File: src/rtl/mouse_cursor_overlay.sv
// Overlays a solid square cursor on a grayscale valid/ready pixel stream; position commits only at start-of-frame.
// Optional CURSOR_BLINK_EN macro enables frame-counted cursor blinking.
module mouse_cursor_overlay #(
  parameter int               H_RES        = 640,
  parameter int               V_RES        = 480,
  parameter int               CUR_SIZE     = 8,
  parameter int               PIX_W        = 8,
  parameter logic [PIX_W-1:0] CUR_COLOR    = 8'hFF,
  parameter int               BLINK_FRAMES = 30
) (
  input  logic             clk,
  input  logic             reset_n,
  input  logic [18:0]      mouse_pos,
  input  logic             s_valid,
  output logic             s_ready,
  input  logic [9:0]       s_x,
  input  logic [8:0]       s_y,
  input  logic             s_sof,
  input  logic [PIX_W-1:0] s_pixel,
  output logic             m_valid,
  input  logic             m_ready,
  output logic             m_sof,
  output logic [PIX_W-1:0] m_pixel,
  output logic [9:0]       cursor_x,
  output logic [8:0]       cursor_y
);

  logic [18:0]      pos_q;
  logic             pending;
  logic [9:0]       clamp_x;
  logic [8:0]       clamp_y;
  logic             differs;
  logic             adv1;
  logic             adv2;
  logic             accept;
  logic             commit;
  logic [9:0]       eff_x;
  logic [8:0]       eff_y;
  logic             raw_hit;
  logic             beat_vis;
  logic             v1;
  logic             sof1;
  logic             hit1;
  logic [PIX_W-1:0] pix1;

  // A sof beat that commits must already be drawn with the new position, so hit uses the post-commit values.
  always_comb begin
    clamp_x = (pos_q[9:0] > 10'(H_RES - 1)) ? 10'(H_RES - 1) : pos_q[9:0];
    clamp_y = (pos_q[18:10] > 9'(V_RES - 1)) ? 9'(V_RES - 1) : pos_q[18:10];
    differs = {clamp_y, clamp_x} != {cursor_y, cursor_x};
    adv2    = !m_valid || m_ready;
    adv1    = !v1 || adv2;
    accept  = s_valid && adv1;
    commit  = accept && s_sof && (pending || differs);
    eff_x   = commit ? clamp_x : cursor_x;
    eff_y   = commit ? clamp_y : cursor_y;
    raw_hit = ({1'b0, s_x} >= {1'b0, eff_x}) &&
              ({1'b0, s_x} <  ({1'b0, eff_x} + 11'(CUR_SIZE))) &&
              ({1'b0, s_y} >= {1'b0, eff_y}) &&
              ({1'b0, s_y} <  ({1'b0, eff_y} + 10'(CUR_SIZE)));
  end

  assign s_ready = adv1;

`ifdef CURSOR_BLINK_EN
  localparam int CNT_W = (BLINK_FRAMES > 1) ? $clog2(BLINK_FRAMES) : 1;

  logic [CNT_W-1:0] frame_cnt;
  logic             visible;
  logic             frame_vis;

  // Visibility is decided at each sof from the pre-toggle state and held for that whole frame.
  assign beat_vis = (accept && s_sof) ? visible : frame_vis;

  always_ff @(posedge clk) begin
    if (!reset_n) begin
      frame_cnt <= '0;
      visible   <= 1'b1;
      frame_vis <= 1'b1;
    end else if (accept && s_sof) begin
      frame_vis <= visible;
      if (frame_cnt == CNT_W'(BLINK_FRAMES - 1)) begin
        frame_cnt <= '0;
        visible   <= !visible;
      end else begin
        frame_cnt <= frame_cnt + 1'b1;
      end
    end
  end
`else
  assign beat_vis = 1'b1;
`endif

  // Position sampling, commit tracking and the two pipeline stages.
  always_ff @(posedge clk) begin
    if (!reset_n) begin
      pos_q    <= '0;
      pending  <= 1'b0;
      cursor_x <= '0;
      cursor_y <= '0;
      v1       <= 1'b0;
      sof1     <= 1'b0;
      hit1     <= 1'b0;
      pix1     <= '0;
      m_valid  <= 1'b0;
      m_sof    <= 1'b0;
      m_pixel  <= '0;
    end else begin
      pos_q <= mouse_pos;
      if (commit) begin
        cursor_x <= clamp_x;
        cursor_y <= clamp_y;
        pending  <= 1'b0;
      end else begin
        pending <= differs;
      end
      if (adv1) begin
        v1 <= s_valid;
        if (s_valid) begin
          sof1 <= s_sof;
          hit1 <= raw_hit && beat_vis;
          pix1 <= s_pixel;
        end
      end
      if (adv2) begin
        m_valid <= v1;
        if (v1) begin
          m_sof   <= sof1;
          m_pixel <= hit1 ? CUR_COLOR : pix1;
        end
      end
    end
  end

endmodule

File: config.mk
export PLATFORM = sky130hd
export DESIGN_NAME = mouse_cursor_overlay
export DESIGN_NICKNAME = d
export VERILOG_FILES = /design/src/rtl/mouse_cursor_overlay.sv
export SDC_FILE = /design/constraint.sdc
export NUM_CORES = 1
export LEC_CHECK = 0
export CORE_ASPECT_RATIO = 1.25
export CORE_MARGIN = 8
export CORE_UTILIZATION = 30
export DETAILED_ROUTE_END_ITERATION = 8
export DONT_BUFFER_PORTS = 1
export SLEW_MARGIN = 30
export SYNTH_ARGS = -nofsm -noshare
export SYNTH_HDL_FRONTEND = slang
export SYNTH_SLANG_ARGS = --single-unit
File: constraint.sdc
create_clock -name clk -period 13.2 [get_ports clk]
set_input_delay 0.66 -clock clk [delete_from_list [all_inputs] [get_ports clk]]
set_output_delay 0.66 -clock clk [all_outputs]
set_load 0.05 [all_outputs]
==> metrics.md <==
| Metric | Value |
|---|---|
| Storage cell area | `about 1200 µm²` |
| Part of the cycle the worst path needs | `41.9%` |
| Comb pwr share | `12.6%` |
| Multi-input logic area | `around 2300 µm²` |
| Layout Nets | `504` |
| Iter 0 DRT Violations | `96` |
| Via count of the first global-routing pass | `3103` |
| Worst EP arrival | `5.78 ns` |
| WP depth | `21` |
| Pins Over Slew Limit | `0` |
| CTS tree | `built` |
| Syn_nets | `514` |
| I/O Buffers | `0` |
| Post-Syn Area | `3730 µm²` |
| Slowest-stage cell, CP | `dfxtp_1` |
| Post-CTS Hold Buffers | `0` |
| Cell area after placement | `3790 µm²` |
| Number of synthesized flops with an enable pin | `0` |
| Worst-path clk slew | `0.05 ns` |
| CP cell instances | `nor2b_1 > nand2_1 > and2_1 > nand2_1 > o21bai_2 > buf_4 > mux2i_1 > inv_1 > ha_1 > a311oi_1 > a21oi_1 > nor3_1 > a21oi_1 > ha_1 > or4_1 > nand3_1 > a21oi_1 > a221oi_1 > a31o_2 > a32oi_1 > o21ai_0` |
| Crit Path Max Fanout | `34` |
| FP Rows | `45` |
| Fin cells | `587` |
| Reg2Reg Depth | `21` |
| Total core area | `12200 µm²` |
| DRC viols | `0` |
| Status | `finished, final reports clean` |
| Final count of negative-setup-slack endpoints | `0` |
| First-pass GRT wire length | `15.3 mm` |
| Commonest non-fill, non-tap cells in the layout | `dfxtp_1 (60), nand2_1 (44), ha_1 (35)` |
| RSZ-0062 raised after global routing | `no` |
| Internal power | `around 0.00034 W` |
| Fin Setup TNS | `0 ns` |
| Sw Ratio | `28.2%` |
| Resized Gates After CTS | `0` |
| Post-DP HPWL | `7.45 mm` |
| Sequential area share after synthesis | `between 30% and 40%` |
| Largest net degree at the start of global routing | `62` |
| Synth cell types | `53` |
| Chip Height | `around 140 µm` |
| Fin crit period | `5.54 ns` |
| Clk_skew | `0.00753 ns` |
| CP Launch Type | `register` |
| IO Count | `81` |
| Filler cells | `1314` |
| Final WL | `9.45 mm` |
| Slew margin rel. | `47.0%` |
| Commonest non-fill, non-tap cell in the layout | `dfxtp_1` |
| Pre-antenna DRT Iters | `4` |
| Root Buffer | `clkbuf_16` |
| Clock Tree Buf Depth | `2` |
| Clk network pwr share | `42.4%` |
| Worst-Skew Late Latency | `0.33 ns` |
| Total Routing Usage GR | `between 10 and 15%` |
| Utilization after layout | `roughly a third` |
| Htree depth | `3` |
| Placed insts | `571` |
| Ys flop type | `dfxtp_1` |
| CP Buf/Inv Count | `2` |
| Initial antenna violation count | `4` |
| Layout cells sized above 1 | `~6.4%` |
| Max incr delay on CP | `0.63 ns` |
| CTS Buf Count | `9` |
| Vias per inst | `5.03` |
| Final Cell Area | `4050 µm²` |
| Hold path depth | `1` |
| Max Freq | `0.181 GHz` |
| CP required | `13.45 ns` |
| Remaining antenna violation count after routing | `0` |
| Placer congestion estimate | `0.816` |
| Post-CTS setup buffers | `0` |
| Total Die Area | `16300 µm²` |
| Worst Setup Path Type | `register to register` |
| Hold Vio Cnt, Final | `0` |
| Total of max-cap violations | `0` |
| Leak Pwr | `1.74 nW` |
| Drt wl/cell | `approximately 16 µm` |
| Die W | `around 120 µm` |
| Asr flop ratio synth | `0%` |
| Sequential power share | `45.0%` |
| Worst Setup End Kind | `register` |
| VDD IR max | `0.0787 mV` |
| #FFs+latches synth | `60` |
| CTS sink cnt | `60` |
| P per Cell Area | `roughly 120 nW/µm²` |
| P&R area growth vs syn | `8.62%` |
| Starting Density | `30.7%` |
| Avg Cell Area, Syn | `8.72 µm²` |
| Synthesized instance count | `428` |
| CP most frequent cell | `a21oi_1` |
| Delay-heaviest family, CP | `simple AND/OR/NAND/NOR gates` |
| Least-Margin Pin Slew | `a little under 0.8 ns` |
| NetSw | `roughly 0.00014 W` |
| Via count | `2950` |
| Type of the tightest min-delay check | `input pin to register` |
| Yosys warning count | `0` |
| Grt total ovfl | `0` |
-- path summary, 6_finish.rpt --
path / start / to / slack [ns]
hold reg to reg: sof1$_SDFFE_PN0P_ / sof1$_SDFFE_PN0P_ / 0.46
setup / recovery: m_valid$_SDFFE_PN0P_ / hit1$_SDFFE_PN0P_ / 7.66
setup reg to reg: m_valid$_SDFFE_PN0P_ / hit1$_SDFFE_PN0P_ / 7.66
hold / removal: mouse_pos[10] / pos_q[10]$_SDFF_PN0_ / 0.46
-- layout make-up --
class	count	area share [%]
Inverter	16	1.48
Tap cell	164	5.06
Antenna cell	1	0.0617
Sequential cell	60	29.6
Multi-Input combinational cell	330	57.2
Clock inverter	5	0.741
Clock buffer	10	5.65
Timing Repair Buffer	1	0.185
-- synth_stat cells (all sizes together), types with 3 or more instances --
cell type / count / share of area (%)
inv: 16 / 1.6
dfxtp: 60 / 32
mux2i: 18 / 4.8
mux2: 3 / 1.0
a21boi: 9 / 1.8
and2: 24 / 4.0
o211ai: 5 / 1.0
clkbuf: 12 / 1.2
o211a: 8 / 2.1
nor4: 5 / 0.84
nor2b: 25 / 4.3
o21ai: 17 / 2.3
nand3: 15 / 2.0
nand2: 44 / 4.4
o21a: 5 / 1.0
nand4: 3 / 0.50
nor2: 23 / 2.5
a21oi: 16 / 2.1
a31oi: 4 / 0.67
nand2b: 10 / 1.7
buf: 10 / 2.9
xor2: 11 / 2.6
ha: 35 / 12
nor3: 7 / 0.94
a21o: 4 / 0.80
and3: 4 / 0.67
xnor2: 11 / 2.6
-- flip-flops by register name, summed over array words and instances, names as in the netlist --
| name | cells |
|---|---|
| cursor_x | 10 |
| hit1 | 1 |
| pending | 1 |
| cursor_y | 9 |
| v1 | 1 |
| m_sof | 1 |
| sof1 | 1 |
| pos_q | 19 |
| m_pixel | 8 |
| pix1 | 8 |
| m_valid | 1 |
-- through the flow --
step	total power [W]	hold slack [ns]	setup slack, ns
4_1_cts	0.000488	0.440	7.63
3_3_place_gp	0.000279	0.452	7.87
3_5_place_dp	0.000281	0.460	7.69
6_report	0.000481	0.458	7.66
5_1_grt	0.000504	0.439	7.18
2_1_floorplan	0.000270	0.443	8.26
-- power by group through the flow --
stage | Clock (W) | Sequential [W] | Combinational (W)
floorplan | 0 | 0.000214 | 0.0000552
CTS | 0.000211 | 0.000216 | 0.0000613
global route | 0.000216 | 0.000218 | 0.0000703
finish | 0.000204 | 0.000216 | 0.0000603
detailed placement | 0 | 0.000220 | 0.0000609
global placement | 0 | 0.000220 | 0.0000593
-- cells by family after synthesis --
group                    Yosys count  synth area share (%)
AND/OR/NAND/NOR                  167                  23.3
AO/OA/AOI/OAI                     85                  16.0
flip-flops                        60                  32.2
buffers and inverters             38                  5.77
adder cells (fa/ha/maj)           35                  11.7
XOR/XNOR                          22                  5.16
multiplexers                      21                  5.83
-- routing by layer --
layer	vias to the layer above	routed length (µm)	GRT usage [%]
li1	1479	-	-
met1	1347	3690	12.4
met2	86	4490	19.7
met3	32	919	5.68
met4	6	326	6.50
met5	-	26	0
(Power assumes the default switching activity.)
